## src/rtl/fifo_uart_pkg.sv

```systemverilog
// Shared definitions for the FIFO-to-UART drain and its bit timer.
// Holds the state encoding, UART framing constants and sizing helpers.
package fifo_uart_pkg;

    typedef enum logic [2:0] {
        S_IDLE    = 3'd0,
        S_RD_HI   = 3'd1,
        S_RD_WAIT = 3'd2,
        S_START   = 3'd3,
        S_DATA    = 3'd4,
        S_STOP    = 3'd5
    } state_t;

    localparam logic START_BIT  = 1'b0;
    localparam logic STOP_BIT   = 1'b1;
    localparam int   FRAME_BITS = 10;

    // Number of bits needed to hold values 0..value-1.
    function automatic int clog2(input int value);
        int r;
        int v;
        r = 0;
        v = value - 1;
        while (v > 0) begin
            r = r + 1;
            v = v >> 1;
        end
        return r;
    endfunction

    function automatic int max3(input int a, input int b, input int c);
        int m;
        m = (a > b) ? a : b;
        return (m > c) ? m : c;
    endfunction

endpackage

```

## src/rtl/fifo_uart_drain_uart_bit_timer.sv

```systemverilog
// UART bit-period timer: emits one tick on the last SYS_CLK cycle of every
// bit period while run is high. clear parks the count at zero so the first
// period after a start is always full length.
module uart_bit_timer
    import fifo_uart_pkg::*;
#(
    parameter int CLKS_PER_BIT = 434
) (
    input  logic SYS_CLK,
    input  logic reset,
    input  logic clear_i,
    input  logic run_i,
    output logic tick_o
);

    localparam int            CW   = clog2(CLKS_PER_BIT) + 1;
    localparam logic [CW-1:0] LAST = CW'(CLKS_PER_BIT - 1);

    logic [CW-1:0] cnt_q, cnt_d;

    // Next count and terminal-count tick; count returns to zero at LAST.
    always_comb begin
        cnt_d  = cnt_q;
        tick_o = run_i && !clear_i && (cnt_q == LAST);
        if (clear_i) begin
            cnt_d = '0;
        end else if (run_i) begin
            cnt_d = (cnt_q == LAST) ? '0 : cnt_q + 1'b1;
        end
    end

    // Count register.
    always_ff @(posedge SYS_CLK or posedge reset) begin
        if (reset) begin
            cnt_q <= '0;
        end else begin
            cnt_q <= cnt_d;
        end
    end

endmodule

```

## src/rtl/fifo_uart_drain.sv

```systemverilog
// Drains the capture FIFO onto a UART line (8N1, LSB first). Each pop is a
// timed read-strobe level pulse followed by a settle wait, because the FIFO
// edge-detects the strobe on its own divided clock.
module fifo_uart_drain
    import fifo_uart_pkg::*;
#(
    parameter int DBITS        = 3,
    parameter int CLKS_PER_BIT = 434,
    parameter int RD_HOLD      = 4,
    parameter int RD_WAIT      = 8
) (
    input  logic             SYS_CLK,
    input  logic             reset,
    input  logic             enable,
    input  logic             fifo_empty,
    input  logic [DBITS-1:0] fifo_dout,
    output logic             fifo_rd,
    output logic             tx,
    output logic             busy,
    output logic             frame_done,
    output logic [7:0]       last_word
);

    localparam int            CW        = clog2(max3(CLKS_PER_BIT, RD_HOLD, RD_WAIT)) + 1;
    localparam logic [CW-1:0] HOLD_LAST = CW'(RD_HOLD - 1);
    localparam logic [CW-1:0] WAIT_LAST = CW'(RD_WAIT - 1);
    localparam logic [2:0]    IDX_LAST  = 3'(FRAME_BITS - 3);

    state_t        state_q, state_d;
    logic [CW-1:0] cyc_q, cyc_d;
    logic [2:0]    idx_q, idx_d;
    logic [7:0]    shreg_q, shreg_d;
    logic [7:0]    cap_q, cap_d;
    logic [7:0]    last_q, last_d;
    logic          tx_q, tx_d;
    logic          rd_q, rd_d;
    logic          busy_q, busy_d;
    logic          empty_s1_q, empty_s_q;
    logic [7:0]    din_pad;
    logic          timer_run;
    logic          bit_tick;
    logic          frame_done_c;

    // Empty flag comes from the FIFO's clock domain; resets to "empty" so
    // nothing is popped before the synchronizer has real data.
    always_ff @(posedge SYS_CLK or posedge reset) begin
        if (reset) begin
            empty_s1_q <= 1'b1;
            empty_s_q  <= 1'b1;
        end else begin
            empty_s1_q <= fifo_empty;
            empty_s_q  <= empty_s1_q;
        end
    end

    // Zero-pad the FIFO word up to a full UART byte.
    always_comb begin
        din_pad            = '0;
        din_pad[DBITS-1:0] = fifo_dout;
    end

    assign timer_run = (state_q == S_START) || (state_q == S_DATA) || (state_q == S_STOP);

    uart_bit_timer #(
        .CLKS_PER_BIT(CLKS_PER_BIT)
    ) u_bit_timer (
        .SYS_CLK(SYS_CLK),
        .reset  (reset),
        .clear_i(!timer_run),
        .run_i  (timer_run),
        .tick_o (bit_tick)
    );

    // Next-state logic; outputs are decoded from the next state so they
    // change on the same edge as the state register.
    always_comb begin
        state_d      = state_q;
        cyc_d        = cyc_q;
        idx_d        = idx_q;
        shreg_d      = shreg_q;
        cap_d        = cap_q;
        last_d       = last_q;
        frame_done_c = 1'b0;
        case (state_q)
            S_IDLE: begin
                cyc_d = '0;
                idx_d = '0;
                if (enable && !empty_s_q) begin
                    state_d = S_RD_HI;
                end
            end
            S_RD_HI: begin
                if (cyc_q == HOLD_LAST) begin
                    cyc_d   = '0;
                    state_d = S_RD_WAIT;
                end else begin
                    cyc_d = cyc_q + 1'b1;
                end
            end
            S_RD_WAIT: begin
                if (cyc_q == WAIT_LAST) begin
                    cyc_d   = '0;
                    shreg_d = din_pad;
                    cap_d   = din_pad;
                    state_d = S_START;
                end else begin
                    cyc_d = cyc_q + 1'b1;
                end
            end
            S_START: begin
                if (bit_tick) begin
                    state_d = S_DATA;
                end
            end
            S_DATA: begin
                if (bit_tick) begin
                    shreg_d = {1'b0, shreg_q[7:1]};
                    if (idx_q == IDX_LAST) begin
                        idx_d   = '0;
                        state_d = S_STOP;
                    end else begin
                        idx_d = idx_q + 1'b1;
                    end
                end
            end
            S_STOP: begin
                if (bit_tick) begin
                    frame_done_c = 1'b1;
                    last_d       = cap_q;
                    state_d      = S_IDLE;
                end
            end
            default: begin
                state_d = S_IDLE;
            end
        endcase

        rd_d   = (state_d == S_RD_HI);
        busy_d = (state_d != S_IDLE);
        case (state_d)
            S_START: tx_d = START_BIT;
            S_DATA:  tx_d = shreg_d[0];
            default: tx_d = STOP_BIT;
        endcase
    end

    // Control state and registered outputs; reset drives tx high at once.
    always_ff @(posedge SYS_CLK or posedge reset) begin
        if (reset) begin
            state_q <= S_IDLE;
            cyc_q   <= '0;
            idx_q   <= '0;
            last_q  <= '0;
            tx_q    <= 1'b1;
            rd_q    <= 1'b0;
            busy_q  <= 1'b0;
        end else begin
            state_q <= state_d;
            cyc_q   <= cyc_d;
            idx_q   <= idx_d;
            last_q  <= last_d;
            tx_q    <= tx_d;
            rd_q    <= rd_d;
            busy_q  <= busy_d;
        end
    end

    // Datapath registers; always loaded before use, so no reset needed.
    always_ff @(posedge SYS_CLK) begin
        shreg_q <= shreg_d;
        cap_q   <= cap_d;
    end

    assign fifo_rd    = rd_q;
    assign tx         = tx_q;
    assign busy       = busy_q;
    assign frame_done = frame_done_c;
    assign last_word  = last_q;

endmodule

```

## config.mk

```make
export PLATFORM = sky130hd
export DESIGN_NAME = fifo_uart_drain
export DESIGN_NICKNAME = d
export VERILOG_FILES = /design/src/rtl/fifo_uart_pkg.sv /design/src/rtl/fifo_uart_drain_uart_bit_timer.sv /design/src/rtl/fifo_uart_drain.sv
export SDC_FILE = /design/constraint.sdc
export NUM_CORES = 1
export LEC_CHECK = 0
export CELL_PAD_IN_SITES_DETAIL_PLACEMENT = 1
export CELL_PAD_IN_SITES_GLOBAL_PLACEMENT = 2
export CORE_MARGIN = 4
export CORE_UTILIZATION = 34
export DETAILED_ROUTE_END_ITERATION = 8
export PLACE_DENSITY_LB_ADDON = 0.1
export SYNTH_ARGS = -nofsm -noshare
export SYNTH_HDL_FRONTEND = slang
export SYNTH_SLANG_ARGS = --single-unit
```

## constraint.sdc

```tcl
create_clock -name SYS_CLK -period 2.35 [get_ports SYS_CLK]
set_input_delay 0.705 -clock SYS_CLK [delete_from_list [all_inputs] [get_ports SYS_CLK]]
set_output_delay 0.705 -clock SYS_CLK [all_outputs]
set_load 0.01 [all_outputs]
```

# Yosys cells after proc, flatten, opt, wreduce, memory -nomap -nowiden
# Cells that the tools add are included.
[word_totals] regBits=45 wordCells=66
[classes] reduce_logical=14 n_eq_ne=14 addsub=3 muxes=22
[op_table] cell="two-way mux 10 bit" count=4
[op_table] cell="case mux 10 bit (3 select lines)" count=1
[op_table] cell="two-way mux 3 bit" count=9
[op_table] cell="adder 10 x 1 -> 10 bit, second input constant" count=2
[op_table] cell="case mux 3 bit (6 select lines)" count=1
[op_table] cell="two-way mux 8 bit" count=2
[op_table] cell="case mux 8 bit (2 select lines)" count=1
[op_table] cell="== test 3 bit, second input constant" count=4
[op_table] cell="== test 10 x 2 -> 1 bit, second input constant" count=1
[op_table] cell="== test 10 x 3 -> 1 bit, second input constant" count=1
[op_table] cell="== test 10 x 9 -> 1 bit, second input constant" count=1
[op_table] cell="== test 3 x 2 -> 1 bit, second input constant" count=3
[op_table] cell="== test 3 x 1 -> 1 bit, second input constant" count=2
[op_table] cell="case mux 3 bit (2 select lines)" count=1
[op_table] cell="AND reduction 2 bit" count=3
[op_table] cell="nonzero test 3 bit" count=2
[op_table] cell="!= test 2 bit, second input constant" count=2
[op_table] cell="nonzero test 2 bit" count=2
[op_table] cell="adder 3 x 1 -> 3 bit, second input constant" count=1
[op_table] cell="zero test 3 bit" count=1
[op_table] cell="AND reduction 3 bit" count=1
[op_table] cell="logical AND 1 bit" count=2
[op_table] cell="logical OR 1 bit" count=2
[op_table] cell="two-way mux 1 bit" count=2
[op_table] cell="2 further kinds" count=2

# Longest topological paths before layout
# Gate-level depths: netlist of run 1.
[depth] ltp_word=8 ltp_mapped=7 mapped_depth_nobuf=7

# Modules after synthesis
# From an unflattened synthesis of run 1, not the netlist that was laid out.
[unflattened] cells_unflattened=225 area_unflattened_um2=2293.4
[modules_own_cells] mod="fifo_uart_drain" instances=1 seq_area_each_um2=894.6 cells_per_inst=161 area_each_um2=1707.9
[modules_own_cells] mod="uart_bit_timer" instances=1 seq_area_each_um2=250.2 cells_per_inst=64 area_each_um2=585.6

# Worst setup path after synthesis of run 1
# OpenSTA, ideal clock, no wires.
[synth_timing] path_kind="register to output" startpoint="register u_bit_timer.cnt_q[1]" endpoint="output frame_done" setup_slack_ps=183 required_time_ps=1645 t_arrival_ps=1462 stages_incl_launch_ff=7 path_cell_list="dfrtp_1 > inv_1 > ha_1 > or3b_4 > nor3_1 > nand2_1 > nor2_1"
[synth_via] elab_chain_cells=4
[synth_rtl] item="start, declared" line_no="fifo_uart_drain_uart_bit_timer.sv:19" rtl="logic [CW-1:0] cnt_q, cnt_d;"
[synth_rtl] item="start signal, assigned" line_no="fifo_uart_drain_uart_bit_timer.sv:37" rtl="cnt_q <= cnt_d;"
[synth_rtl] item="== test 10 x 9 -> 1 bit" line_no="fifo_uart_drain_uart_bit_timer.sv:24" rtl="tick_o = run_i && !clear_i && (cnt_q == LAST);"
[synth_rtl] item="logical AND 1 bit" line_no="fifo_uart_drain_uart_bit_timer.sv:24"
[synth_rtl] item="two-way mux 1 bit" line_no="fifo_uart_drain.sv:127" rtl="if (bit_tick) begin"
[synth_rtl] item="two-way mux 1 bit" line_no="fifo_uart_drain.sv:84" rtl="case (state_q)"
[synth_rtl] item="end, declared" line_no="fifo_uart_drain.sv:20" rtl="output logic frame_done,"
# Every way passes these cells.

# Worst setup path after layout of run 1
# Same ends and word-level chain as after synthesis.

==> impl_metrics.ini, run 1 <==
[floorplanning]
die_x_um = 88.3
fp.coreArea_sq_um = 6310
die_h_um = 88.3
row_count = 29
dieArea_sq_um = 7800
boundaryPins = 19
initial_core_util = 0.348

[power]
p_per_area_nw_per_um2 = 813
irDropWorstVdd_mv = 0.320
p_leak_nw = 1.19

[synth]
synth-compound-area-share = 0.0878
yosys.area_share.simple = 0.205
ys_seq_elements = 44
synthAdderAreaFrac = 0.0285
async_flop_share = 0.773
yosys-top-cells-area = dfrtp_1, edfxtp_1, nor2_1
yosysUniqueCellTypes = 51
yosysTopAreaCell = dfrtp_1
synth-xor-area-share = 0.0678
yosys_warnings = 0
netlist_instances = 199
syn_area_per_cell_sq_um = 11.0
ys_seq_area_frac = 0.522
muxShareOfSynthArea = 0.0314
synth-main-ff-cell = dfrtp_1
synth_top_family_by_area = simple AND/OR/NAND/NOR gates
syn_area_sq_um = 2190
synth_top_area_frac = 0.353
synth_edf_count = 9

[cells_and_area]
drive_gt1_frac = 0.261
finalNetCount = 252
num_antenna_cells = 0
layout.cells.non_filler = 318
syn_to_final_growth_pct = 23.4
stdcell_area_sq_um = 2710
utilization = 0.429

[cts]
cts.sinks = 44
clk_pin_slew_worst_paths_ns = 0.09
postCtsHoldBufs = 0
clockBufferDepth = 2
cts-htree-levels = 2
root_buffer = clkbuf_8
clock_latency_ns = 0.30
cts_tree = built
cts_buffers = 5

[run_status]
violations = setup timing
status = finished, violations left

[sta]
setup_viol = 3
hold_viol_final = 0
maxSlewViolCount = 0
holdWs_ns = 0.363
period_share = 1.05
min_period_ns = 2.47
clock_skew_ns = 0.00817
max_freq_mhz = 406
max_slew_margin = 0.582
fin_ws_ns = -0.115
tightest_slew_ns = 0.621
rsz0062_at_grt = yes

[setup_path]
critPathMaxFanout = 2
worstSetupPathType = reg -> out
critPathMaxStageDelay_ns = 0.40
critPathArrivalTime_ns = 1.76
cp_top_family = simple AND/OR/NAND/NOR gates
start_kind = flop
path_cells = inv_1 > ha_2 > or3b_4 > nor3_4 > nand2_1 > nor2_1 > buf_2
required_ns = 1.64
slowest_stage = or3b_4
path_buf_inv = 2
worstSetupEndpointType = primary output

[global_routing]
antenna_found_initial = 0
grt_pass1_vias = 1777
overflow = 0
grt_pass1_wl_um = 8460
grt_max_degree = 35
globalRouteTotalUtil = 0.143

[routing]
firstDrtPassIters = 4
wl_met1_um = 2130
post_drt_wl_per_cell_um = 15.6
vias = 1566
route.met3.wl_um = 144
met2WireLength_um = 2600
drc = 0
drt_wl_total_um = 4960
ant_nets = 0
via_per_inst = 4.92
topRoutingLayerUsed = met4
drt_iter0_markers = 38

[placed_design]
gp_congestion = 0.730
port-buffer-count = 13
place_area_sq_um = 2530
dp_cells = 305
dp_slack_ns = -0.331
dp_hpwl_um = 3640

[flow_run]
drv_cap = 0

[min_path]
hold_class = reg -> reg
## cell families (layout without fill, tap and decap cells)
kind of cell,Yosys count,count (layout)
and+or+nand+nor,77,77
buffers and inverters,23,60
muxes,6,6
xor gates and xnor gates,17,17
adders and majority gates,5,5
DFF,44,44
other,1,6
AOI/OAI and AO/OA,26,26
## synthesized netlist by cell type (2+ instances only)
cell	number
xor2_1	8
a21o_2	2
o21ai_0	5
dfstp_2	3
xnor2_1	9
nand2b_1	2
nand4_1	3
nor4_4	2
clkbuf_1	2
mux2i_1	2
a21oi_1	6
buf_2	3
or2_2	2
dfrtp_1	31
ha_1	5
nand3_1	8
nor4_1	2
and3_1	2
and4_1	3
mux2_2	3
nor2_1	26
inv_1	11
edfxtp_1	9
nand2_1	10
buf_4	6
and2_1	5
a22o_1	5
## repair_timing
| item | 4_1_cts | 5_1_grt |
|---|---|---|
| resized for setup | 15 | 3 |
| setup endpoints to repair | 3 | 27 |
| buffers inserted | 4 | 2 |
| pin swaps | 4 | 4 |
## final timing paths
| check | cells after the start | slack [ns] | endpoint | start |
|---|---|---|---|---|
| worst max-delay path | 7 | -0.12 | frame_done | u_bit_timer.cnt_q[1] |
| worst min register to register | 0 | 0.36 | empty_s_q | empty_s1_q |
| max in group asynchronous | 3 | 1.19 | empty_s1_q | reset |
| min in group asynchronous | 3 | 0.80 | u_bit_timer.cnt_q[0] | reset |
| worst max register to register | 9 | -0.07 | busy | u_bit_timer.cnt_q[1] |
| worst min-delay path | 0 | 0.36 | empty_s_q | empty_s1_q |
## flip-flops by register name (all words and copies together) (netlist names), 3 cells and up
register           flops
cyc_q                 10
last_word              3
idx_q                  3
cap_q                  3
state_q                3
u_bit_timer.cnt_q     10
shreg_q                7
## cell usage in the layout (no fill, tap or decap), types with 8 or more instances in the layout
master and instances:
buf_4 27, clkdlybuf4s50_1 12, dfrtp_1 31, edfxtp_1 9
inv_1 11, nand2_1 9, nand3_1 8, nor2_1 24
xnor2_1 9, xor2_1 8
## cell type report
type / instances / area, sq um
clock inverter: 3 / 13.8
multi-input combinational: 137 / 1000
tap: 77 / 96.3
clock buffer: 5 / 68.8
inverter: 11 / 41.3
sequential: 44 / 1140
timing repair buffer: 41 / 339
fill: 694 / 3610
## metrics by stage
step	power [mW]	setup TNS, ns
floorplan	1.46	0
global placement	1.63	-0.241
detailed placement	1.68	-0.331
CTS	2.22	-0.444
global route	2.37	-0.868
finish	2.20	-0.211
## layer usage
layer,global-route usage,vias up
met5,0,-
met4,0.0742,0
met3,0.0363,9
met2,0.241,16
met1,0.167,783
li1,-,758
## report_power, final
part / switching (mW) / leakage, nW / internal [mW]
combinational: 0.429 / 0.599 / 0.366
clock: 0.262 / 0.0453 / 0.202
sequential: 0.0645 / 0.544 / 0.877
Power figures use the tool's default switching activity.
==> run 2: changes to the inputs <==
SLEW_MARGIN = 10   (was default)
==> results of run 2 <==
The final DEF is identical to that of run 1; final timing and power are the same.
==> run 3: changes to the inputs <==
CAP_MARGIN = 30   (was default)
==> results of run 3 <==
The final DEF is identical to that of run 1; final timing and power are the same.
